$ cat src/rtl/ping_pong_sequencer_if.sv
// Counter-side bundle between the sequencer and one ping-pong counter.
// The sequencer is the master; the counter is the slave.
interface ping_pong_sequencer_if;
  logic       cnt_rst_n;
  logic       cnt_enable;
  logic       cnt_flip;
  logic [3:0] cnt_min;
  logic [3:0] cnt_max;
  logic [3:0] cnt_out;
  logic       cnt_dir;

  modport master (
    output cnt_rst_n,
    output cnt_enable,
    output cnt_flip,
    output cnt_min,
    output cnt_max,
    input  cnt_out,
    input  cnt_dir
  );

  modport slave (
    input  cnt_rst_n,
    input  cnt_enable,
    input  cnt_flip,
    input  cnt_min,
    input  cnt_max,
    output cnt_out,
    output cnt_dir
  );
endinterface

$ cat src/rtl/ping_pong_sequencer.sv
// Sequences a ping-pong counter through a table of count windows.
// Each window runs a number of round trips between its min and max.
module ping_pong_sequencer #(
  parameter  int NUM_WIN = 4,
  localparam int IW      = $clog2(NUM_WIN)
) (
  input  logic                    clk,
  input  logic                    rst_n,
  input  logic                    cfg_we,
  input  logic [IW-1:0]           cfg_addr,
  input  logic [3:0]              cfg_min,
  input  logic [3:0]              cfg_max,
  input  logic [3:0]              cfg_trips,
  input  logic                    start,
  input  logic                    abort,
  input  logic                    flip_req,
  ping_pong_sequencer_if.master   cnt,
  output logic                    busy,
  output logic                    done,
  output logic                    err,
  output logic [IW-1:0]           win_idx
);

  typedef enum logic [2:0] {
    S_IDLE,
    S_LOAD,
    S_RUN,
    S_NEXT,
    S_DONE
  } state_t;

  state_t          state_q, state_d;
  logic [IW-1:0]   win_idx_q, win_idx_d;
  logic [3:0]      trip_cnt_q, trip_cnt_d;
  logic            err_q, err_d;

  logic [3:0]      min_q   [NUM_WIN];
  logic [3:0]      min_d   [NUM_WIN];
  logic [3:0]      max_q   [NUM_WIN];
  logic [3:0]      max_d   [NUM_WIN];
  logic [3:0]      trips_q [NUM_WIN];
  logic [3:0]      trips_d [NUM_WIN];

  logic [3:0]      cur_min;
  logic [3:0]      cur_max;
  logic [3:0]      cur_trips;
  logic            last_win;
  logic            round_trip;
  logic [4:0]      trip_nxt;

  assign cur_min    = min_q[win_idx_q];
  assign cur_max    = max_q[win_idx_q];
  assign cur_trips  = trips_q[win_idx_q];
  assign last_win   = (win_idx_q == IW'(NUM_WIN - 1));
  assign round_trip = (cnt.cnt_out == cur_min) && cnt.cnt_dir;
  assign trip_nxt   = {1'b0, trip_cnt_q} + 5'd1;

  // Next-state, window/trip bookkeeping and table writes.
  always_comb begin
    state_d    = state_q;
    win_idx_d  = win_idx_q;
    trip_cnt_d = trip_cnt_q;
    err_d      = err_q;
    min_d      = min_q;
    max_d      = max_q;
    trips_d    = trips_q;

    unique case (state_q)
      S_IDLE: begin
        if (cfg_we) begin
          min_d[cfg_addr]   = cfg_min;
          max_d[cfg_addr]   = cfg_max;
          trips_d[cfg_addr] = cfg_trips;
        end
        if (start) begin
          win_idx_d = '0;
          err_d     = 1'b0;
          state_d   = S_LOAD;
        end
      end
      S_LOAD: begin
        trip_cnt_d = '0;
        if (cur_max <= cur_min) begin
          err_d   = 1'b1;
          state_d = S_NEXT;
        end else if (cur_trips == 4'd0) begin
          state_d = S_NEXT;
        end else begin
          state_d = S_RUN;
        end
      end
      S_RUN: begin
        if (round_trip) begin
          if (trip_nxt == {1'b0, cur_trips}) begin
            state_d = S_NEXT;
          end else begin
            trip_cnt_d = trip_nxt[3:0];
          end
        end
      end
      S_NEXT: begin
        if (last_win) begin
          state_d = S_DONE;
        end else begin
          win_idx_d = win_idx_q + IW'(1);
          state_d   = S_LOAD;
        end
      end
      S_DONE: begin
        state_d = S_IDLE;
      end
      default: begin
        state_d = S_IDLE;
      end
    endcase

    // abort overrides everything and freezes err/win_idx
    if (abort && (state_q != S_IDLE)) begin
      state_d    = S_IDLE;
      win_idx_d  = win_idx_q;
      trip_cnt_d = trip_cnt_q;
      err_d      = err_q;
    end
  end

  // State, window, trip counter and table registers.
  always_ff @(posedge clk or negedge rst_n) begin
    if (!rst_n) begin
      state_q    <= S_IDLE;
      win_idx_q  <= '0;
      trip_cnt_q <= '0;
      err_q      <= 1'b0;
      for (int i = 0; i < NUM_WIN; i++) begin
        min_q[i]   <= 4'd0;
        max_q[i]   <= 4'd15;
        trips_q[i] <= 4'd1;
      end
    end else begin
      state_q    <= state_d;
      win_idx_q  <= win_idx_d;
      trip_cnt_q <= trip_cnt_d;
      err_q      <= err_d;
      for (int i = 0; i < NUM_WIN; i++) begin
        min_q[i]   <= min_d[i];
        max_q[i]   <= max_d[i];
        trips_q[i] <= trips_d[i];
      end
    end
  end

  assign cnt.cnt_rst_n  = (state_q != S_LOAD);
  assign cnt.cnt_enable = (state_q == S_RUN);
  assign cnt.cnt_flip   = (state_q == S_RUN) && flip_req;
  assign cnt.cnt_min    = cur_min;
  assign cnt.cnt_max    = cur_max;
  assign busy           = (state_q != S_IDLE);
  assign done           = (state_q == S_DONE);
  assign err            = err_q;
  assign win_idx        = win_idx_q;

endmodule

$ cat src/flat_wrapper.sv
// flat-port wrapper written by rule: the top's interface ports become plain ports
module ping_pong_sequencer_flat 
#(
  parameter  int NUM_WIN = 4,
  localparam int IW      = $clog2(NUM_WIN)
)
  (clk, rst_n, cfg_we, cfg_addr, cfg_min, cfg_max, cfg_trips, start, abort, flip_req, busy, done, err, win_idx, cnt_cnt_rst_n, cnt_cnt_enable, cnt_cnt_flip, cnt_cnt_min, cnt_cnt_max, cnt_cnt_out, cnt_cnt_dir);
  ping_pong_sequencer_if cnt_i ();
  input  logic clk;
  input  logic rst_n;
  input  logic cfg_we;
  input  logic [IW-1:0] cfg_addr;
  input  logic [3:0] cfg_min;
  input  logic [3:0] cfg_max;
  input  logic [3:0] cfg_trips;
  input  logic start;
  input  logic abort;
  input  logic flip_req;
  output logic busy;
  output logic done;
  output logic err;
  output logic [IW-1:0] win_idx;
  output wire logic [$bits(cnt_i.cnt_rst_n)-1:0] cnt_cnt_rst_n;
  output wire logic [$bits(cnt_i.cnt_enable)-1:0] cnt_cnt_enable;
  output wire logic [$bits(cnt_i.cnt_flip)-1:0] cnt_cnt_flip;
  output wire logic [$bits(cnt_i.cnt_min)-1:0] cnt_cnt_min;
  output wire logic [$bits(cnt_i.cnt_max)-1:0] cnt_cnt_max;
  input wire logic [$bits(cnt_i.cnt_out)-1:0] cnt_cnt_out;
  input wire logic [$bits(cnt_i.cnt_dir)-1:0] cnt_cnt_dir;
  assign cnt_cnt_rst_n = cnt_i.cnt_rst_n;
  assign cnt_cnt_enable = cnt_i.cnt_enable;
  assign cnt_cnt_flip = cnt_i.cnt_flip;
  assign cnt_cnt_min = cnt_i.cnt_min;
  assign cnt_cnt_max = cnt_i.cnt_max;
  assign cnt_i.cnt_out = cnt_cnt_out;
  assign cnt_i.cnt_dir = cnt_cnt_dir;
  ping_pong_sequencer #(.NUM_WIN(NUM_WIN)) u_core (.clk(clk), .rst_n(rst_n), .cfg_we(cfg_we), .cfg_addr(cfg_addr), .cfg_min(cfg_min), .cfg_max(cfg_max), .cfg_trips(cfg_trips), .start(start), .abort(abort), .flip_req(flip_req), .cnt(cnt_i), .busy(busy), .done(done), .err(err), .win_idx(win_idx));
endmodule
$ cat config.mk
export PLATFORM = sky130hd
export DESIGN_NAME = ping_pong_sequencer_flat
export DESIGN_NICKNAME = d
export VERILOG_FILES = /design/src/rtl/ping_pong_sequencer_if.sv /design/src/rtl/ping_pong_sequencer.sv /design/src/flat_wrapper.sv
export SDC_FILE = /design/constraint.sdc
export NUM_CORES = 1
export LEC_CHECK = 0
export CORE_AREA = 2 2 118 120
export CTS_CLUSTER_SIZE = 20
export DETAILED_ROUTE_END_ITERATION = 7
export DIE_AREA = 0 0 120 122
export HOLD_SLACK_MARGIN = 0.15
export PLACE_DENSITY = 0.42
export SYNTH_ARGS = -nofsm -noshare
export SYNTH_HDL_FRONTEND = slang
export SYNTH_SLANG_ARGS = --single-unit
$ cat constraint.sdc
create_clock -name clk -period 2.5 [get_ports clk]
set_input_delay 0.375 -clock clk [delete_from_list [all_inputs] [get_ports clk]]
set_output_delay 0.375 -clock clk [all_outputs]
set_load 0.01 [all_outputs]
# --- Word level (Yosys, flattened, before mapping) ---
# Index checks and enable logic that the tools add are counted.
totals:
  register_bits: 58
  latch_bits: 0
  mem_bits_rw: 0
  rom_bits: 0
  out_inout_bits: 16
  word_cells: 87
  n_memories: 0
op_classes:
  add_sub_neg: 2
  mul: 0
  n_div: 0
  n_lt_le_gt_ge: 4
  eq_ne: 16
  shift: 0
  muxes: 31
  n_bitwise: 3
  n_reduce_logical: 15
ops:
  columns: ["op", "count"]
  rows:
  - ["16-bit bitwise mux", 3]
  - ["4-bit 2-to-1 mux", 9]
  - ["4-bit binary-select mux with 2-bit select", 3]
  - ["3-bit 2-to-1 mux", 6]
  - ["3-bit one-hot mux with 4 select lines", 1]
  - ["4-bit AND reduction", 3]
  - ["3-bit by 1-bit inequality test with 1-bit output (second input constant)", 3]
  - ["4-bit demux with 2-bit select", 1]
  - ["4-bit one-hot mux with 2 select lines", 1]
  - ["3-bit by 2-bit equality test with 1-bit output (second input constant)", 2]
  - ["3-bit >= comparator (second input constant)", 2]
  - ["2-bit inequality test (second input constant)", 3]
  - ["2-bit inverter with 3-bit output", 2]
  - ["2-bit nonzero test", 3]
  - ["4-bit by 1-bit adder with 5-bit output (second input constant)", 1]
  - ["5-bit by 4-bit equality test with 1-bit output", 1]
  - ["4-bit equality test", 1]
  - ["4-bit <= comparator", 1]
  - ["1-bit logical AND", 4]
  - ["4-bit zero test", 1]
  - ["2-bit 2-to-1 mux", 2]
  - ["2-bit by 1-bit inequality test with 1-bit output (second input constant)", 2]
  - ["2-bit one-hot mux with 2 select lines", 1]
  - ["3-bit by 1-bit equality test with 1-bit output (second input constant)", 1]
  - ["12 further kinds", 14]

# --- Longest topological paths before layout ---
depth:
  depth_word: 9
  ltp_mapped: 11
  mapped_depth_nobuf: 9

# --- Least setup slack after synthesis ---
# Ideal clock, no wire load.
synth_timing:
  path_type: "reg2reg"
  startpoint: "reg u_core.win_idx_q[0], in the netlist u_core.win_idx[0]"
  endpoint: "reg u_core.state_q[0]"
  arrival_time_ns: 2.584
  required_ns: 2.389
  setup_slack_ns: -0.195
  path_stages_with_launch: 11
  period_less_slack_ns: 2.695
  path_cell_list: "dfrtp_1 -> buf_6 -> buf_4 -> mux4_2 -> ha_1 -> nor2b_1 -> o21a_1 -> o21a_1 -> o21ai_0 -> nand3_1 -> a2111oi_2"
synth_via:
  word_cells_on_any_way: 24
  cone_classes: "order compare (1); eq/ne (5); mux (14); bitwise (1); reduce/logical (3)"
synth_rtl:
  columns: ["item", "line_no", "rtl"]
  rows:
  - ["from (decl)", "ping_pong_sequencer.sv:33", "logic [IW-1:0] win_idx_q, win_idx_d;"]
  - ["from (signal assigned)", "ping_pong_sequencer.sv:140", "win_idx_q <= win_idx_d;"]
  - ["2-bit inverter with 3-bit output (not written as such)", "ping_pong_sequencer.sv:52", "assign cur_max = max_q[win_idx_q];"]
  - ["4-bit binary-select mux with 2-bit select", "ping_pong_sequencer.sv:52", null]
  - ["4-bit 2-to-1 mux (not written as such) (2 in series)", "ping_pong_sequencer.sv:52", null]
  - ["net cnt_cnt_max[1]", "flat_wrapper.sv:27", "output wire logic [$bits(cnt_i.cnt_max)-1:0] cnt_cnt_max;"]
  - ["4-bit <= comparator", "ping_pong_sequencer.sv:83", "if (cur_max <= cur_min) begin"]
  - ["3-bit 2-to-1 mux", "ping_pong_sequencer.sv:83", null]
  - ["3-bit one-hot mux with 4 select lines", "ping_pong_sequencer.sv:68", "unique case (state_q)"]
  - ["3-bit 2-to-1 mux", "ping_pong_sequencer.sv:118", "if (abort && (state_q != S_IDLE)) begin"]
  - ["to (signal assigned)", "ping_pong_sequencer.sv:139", "state_q <= state_d;"]
  - ["to (decl)", "ping_pong_sequencer.sv:32", "state_t state_q, state_d;"]
# The timed path passes the listed nets, and every way through them passes these cells. The select of a mux whose other input is x is not followed.
# A chain may end at the register's enable or synchronous reset.

# --- Worst setup path after layout ---
layout_timing:
  startpoint: "reg u_core.win_idx_q[0], in the netlist u_core.win_idx[0]"
  endpoint: "reg u_core.state_q[0]"
layout_via:
  elab_chain_cells: 9
  word_cells_on_any_way: 24
  cone_classes: "order compare (1); eq/ne (5); mux (14); bitwise (1); reduce/logical (3)"
layout_rtl:
  columns: ["item"]
  rows:
  - ["branches (longest 9 deep; another with 4-bit <= comparator)"]
# Parallel ways; which one is timed is not known. The select of a mux whose other input is x is not followed.

==> key figures <==
Placed design
  – Post-DP HPWL: 5.60 mm
  – Quantity of I/O buffers inserted on ports: 40
  – GPL Wtd Cong: about 0.75
  – DP Area: ~3800 um^2
  – Cell Count Post-Placement: 469
  – Setup WS pre-CTS: -0.337 ns

Worst setup path
  – CP Class: flop to flop
  – Slowest cell delay on critical path: 0.54 ns
  – Critical Path Slowest Stage Cell: mux4_2
  – Setup crit end kind: flop
  – Reg2reg setup slack: -0.05 ns
  – CP startpoint kind: flop
  – CP most frequent cell: o21a_1
  – R2R Path Start: u_core.win_idx[0]
  – CP startpoint: u_core.win_idx[0]
  – WP data required: roughly 2.7 ns
  – CP max FO: 6
  – Worst path cell trace: buf_4 -> mux4_2 -> ha_4 -> nor2b_1 -> o21a_1 -> o21a_1 -> o21ai_2 -> nand3_2 -> a2111oi_2
  – CP arrival: 2.78 ns

Cells and area
  – Final #Nets: 338
  – Share of layout cells above drive strength 1: 45.8%
  – Syn-to-layout area delta: 39.2%
  – Final cell count without fillers: roughly 500
  – Final core utilization: 31.2%
  – Diode count: 0
  – Final Cell Area: 4210 um^2

Yosys
  – Synth warn: 0
  – Asr flop ratio synth: 100%
  – Post-synth top flop: dfrtp_1
  – Post-synth top area cell: dfrtp_1
  – Mapped Area: 3020 um^2
  – Largest cells by area after synthesis: dfrtp_1, mux2_2, dfstp_2
  – EDFF count, synth: 0
  – Post-synth top area share: 31.4%
  – Unique cell type count in the Yosys netlist: 42
  – List of most frequent post-synthesis cells: mux2_2, dfrtp_1, dfstp_2
  – Sequential fraction of the synthesis area: 48.8%
  – Count leader, synth: mux2_2
  – Net Count, Synth: 264
  – Post-synthesis average cell area: about 13 um^2
  – Post-Syn Instances: approximately 230
  – Synth Register Bits: between 50 and 60

Min path
  – Hold path startpoint: u_core.err
  – Type of the most critical hold path: flop to flop

STA
  – Final hold violations: 0
  – Final setup vio count: 2
  – Rel. slew slack: roughly 75%
  – RSZ-0062 raised after global routing: yes
  – Max Freq: around 390 MHz
  – Fin crit share: 102%
  – Hold WS: 0.472 ns
  – Worst slew pin tran: 0.370 ns
  – Fin worst setup slack: -0.0528 ns
  – Fin crit period: 2.55 ns
  – Clk_skew: 0.00418 ns
  – Pins Over Slew Limit: 0

Power
  – Static leakage power: between 1.5 and 2 nW
  – Pwr/cell area: 1300 nW/um^2
  – Peak VDD IR: 405 uV

Routing
  – Wire length per cell: 16.0 um
  – WL final: between 7 and 8 mm
  – Drt drc: 0
  – ANT nets after route: 0
  – Pre-antenna DRT Iters: 4
  – Total number of vias: 2130
  – Vias/cell: roughly 4.3
  – Detailed Route Iter0 Violations: between 150 and 200

CTS
  – Clk sinks: 58
  – Root Buffer: clkbuf_16
  – H-tree levels: 3
  – Worst-Skew Late Latency: 0.33 ns
  – Clock buffer count from CTS: 9
  – CTS tree: built
  – CTS Buffer Depth: 2
  – Clock transition at path regs: around 0.050 ns

Global routing
  – Total GRT Usage: a little under an eighth
  – First-pass GRT wire length: 12.9 mm
  – Grt total ovfl: 0
  – Initial antenna violation count: 0
  – Largest net degree at the start of global routing: 59
  – Vias in the first global route: 2311

Die
  – Die height: 122 um
  – Row count: 43
  – Die width: 120 um
  – Die ar.: 14600 um^2
  – I/O pins: between 40 and 50
  – Initial Util: 22.4%
  – Core area: between 10000 and 15000 um^2

Run status
  – Status: finished with violations
  – Failing checks: setup timing

Run
  – Max Cap Viol: 0
==> state kept, by name (all words and copies together), names as in the netlist <==
register and count:
u_core.min_q 16, u_core.trips_q 16, u_core.win_idx 2, u_core.trip_cnt_q 4, u_core.err 1, u_core.state_q 3, u_core.max_q 16
==> cells by family (layout without fill, tap and decap cells) <==
family / count (synthesis) / after routing / share of synthesized area (%)
buffers and inverters: 19 / 98 / 2.85
adders and majority gates: 6 / 6 / 2.48
muxes: 63 / 63 / 27.7
and+or+nand+nor: 59 / 59 / 10.3
AOI/OAI and AO/OA: 19 / 19 / 4.47
DFF: 58 / 58 / 48.8
xor gates and xnor gates: 9 / 9 / 3.35
==> area by class of cell <==
class                      instances  area (um^2)
clock buffer                      10          239
clock inverter                     6         41.3
fill                            1365         9290
inverter                           8         30.0
multi-input combinational        156         1510
sequential                        58         1480
tap                              180          225
timing repair buffer              74          687
==> per-layer routing <==
metal	share of wire [%]	track usage [%]	wire [um]
met1	45	14.2	3540
met2	50	20.0	3940
met3	3.5	3.65	278
met4	1.5	3.75	116
met5	0	0	0
==> cells in the final DEF (no fill, tap or decap), types with 4 or more instances in the layout <==
master / instances
nand3_1: 6
dlygate4sd2_1: 6
dfstp_2: 20
xnor2_1: 4
nor3_1: 8
ha_1: 5
nand2_1: 15
mux2_2: 50
nor2_1: 11
mux4_2: 9
a21oi_1: 4
inv_1: 7
clkbuf_16: 9
clkdlybuf4s50_1: 31
buf_4: 28
dfrtp_1: 36
==> final timing paths <==
| path | endpoint | cells past startpoint |
|---|---|---|
| worst max-delay path | u_core.state_q[0] | 9 |
| worst min-delay path | u_core.err | 2 |
| worst max register to register | u_core.state_q[0] | 9 |
| worst min register to register | u_core.err | 2 |
| max in group asynchronous | u_core.trips_q[12] | 3 |
| min in group asynchronous | u_core.state_q[2] | 3 |
==> metrics by stage <==
stage | TNS (ns) | total power [W]
floorplan | -0.0957 | 0.00325
global placement | -0.836 | 0.00426
detailed placement | -1.01 | 0.00430
CTS | -0.138 | 0.00553
global route | -0.390 | 0.00589
finish | -0.0569 | 0.00548
==> report_power, final <==
part | internal [W] | switching [W]
clock | 0.000696 | 0.000453
combinational | 0.00148 | 0.00107
sequential | 0.00149 | 0.000289
total | 0.00367 | 0.00181
==> worst max-delay path, delay by kind of cell (launching register included) <==
kind	cells	cell delay, ns
flip-flops	1	0.45
adder cells (fa/ha/maj)	1	0.24
AO/OA/AOI/OAI	4	0.83
buffers and inverters	1	0.15
AND/OR/NAND/NOR	2	0.23
multiplexers	1	0.54
==> timing repair <==
action	4_1_cts	5_1_grt
setup endpoints to repair	14	8
setup buffers	5	3
cloned	0	0
hold buffers	1	0
hold endpoints to repair	38	0
gates resized for setup	15	7
pin swaps	1	6
No activity file was read; power rests on OpenSTA's default activity.
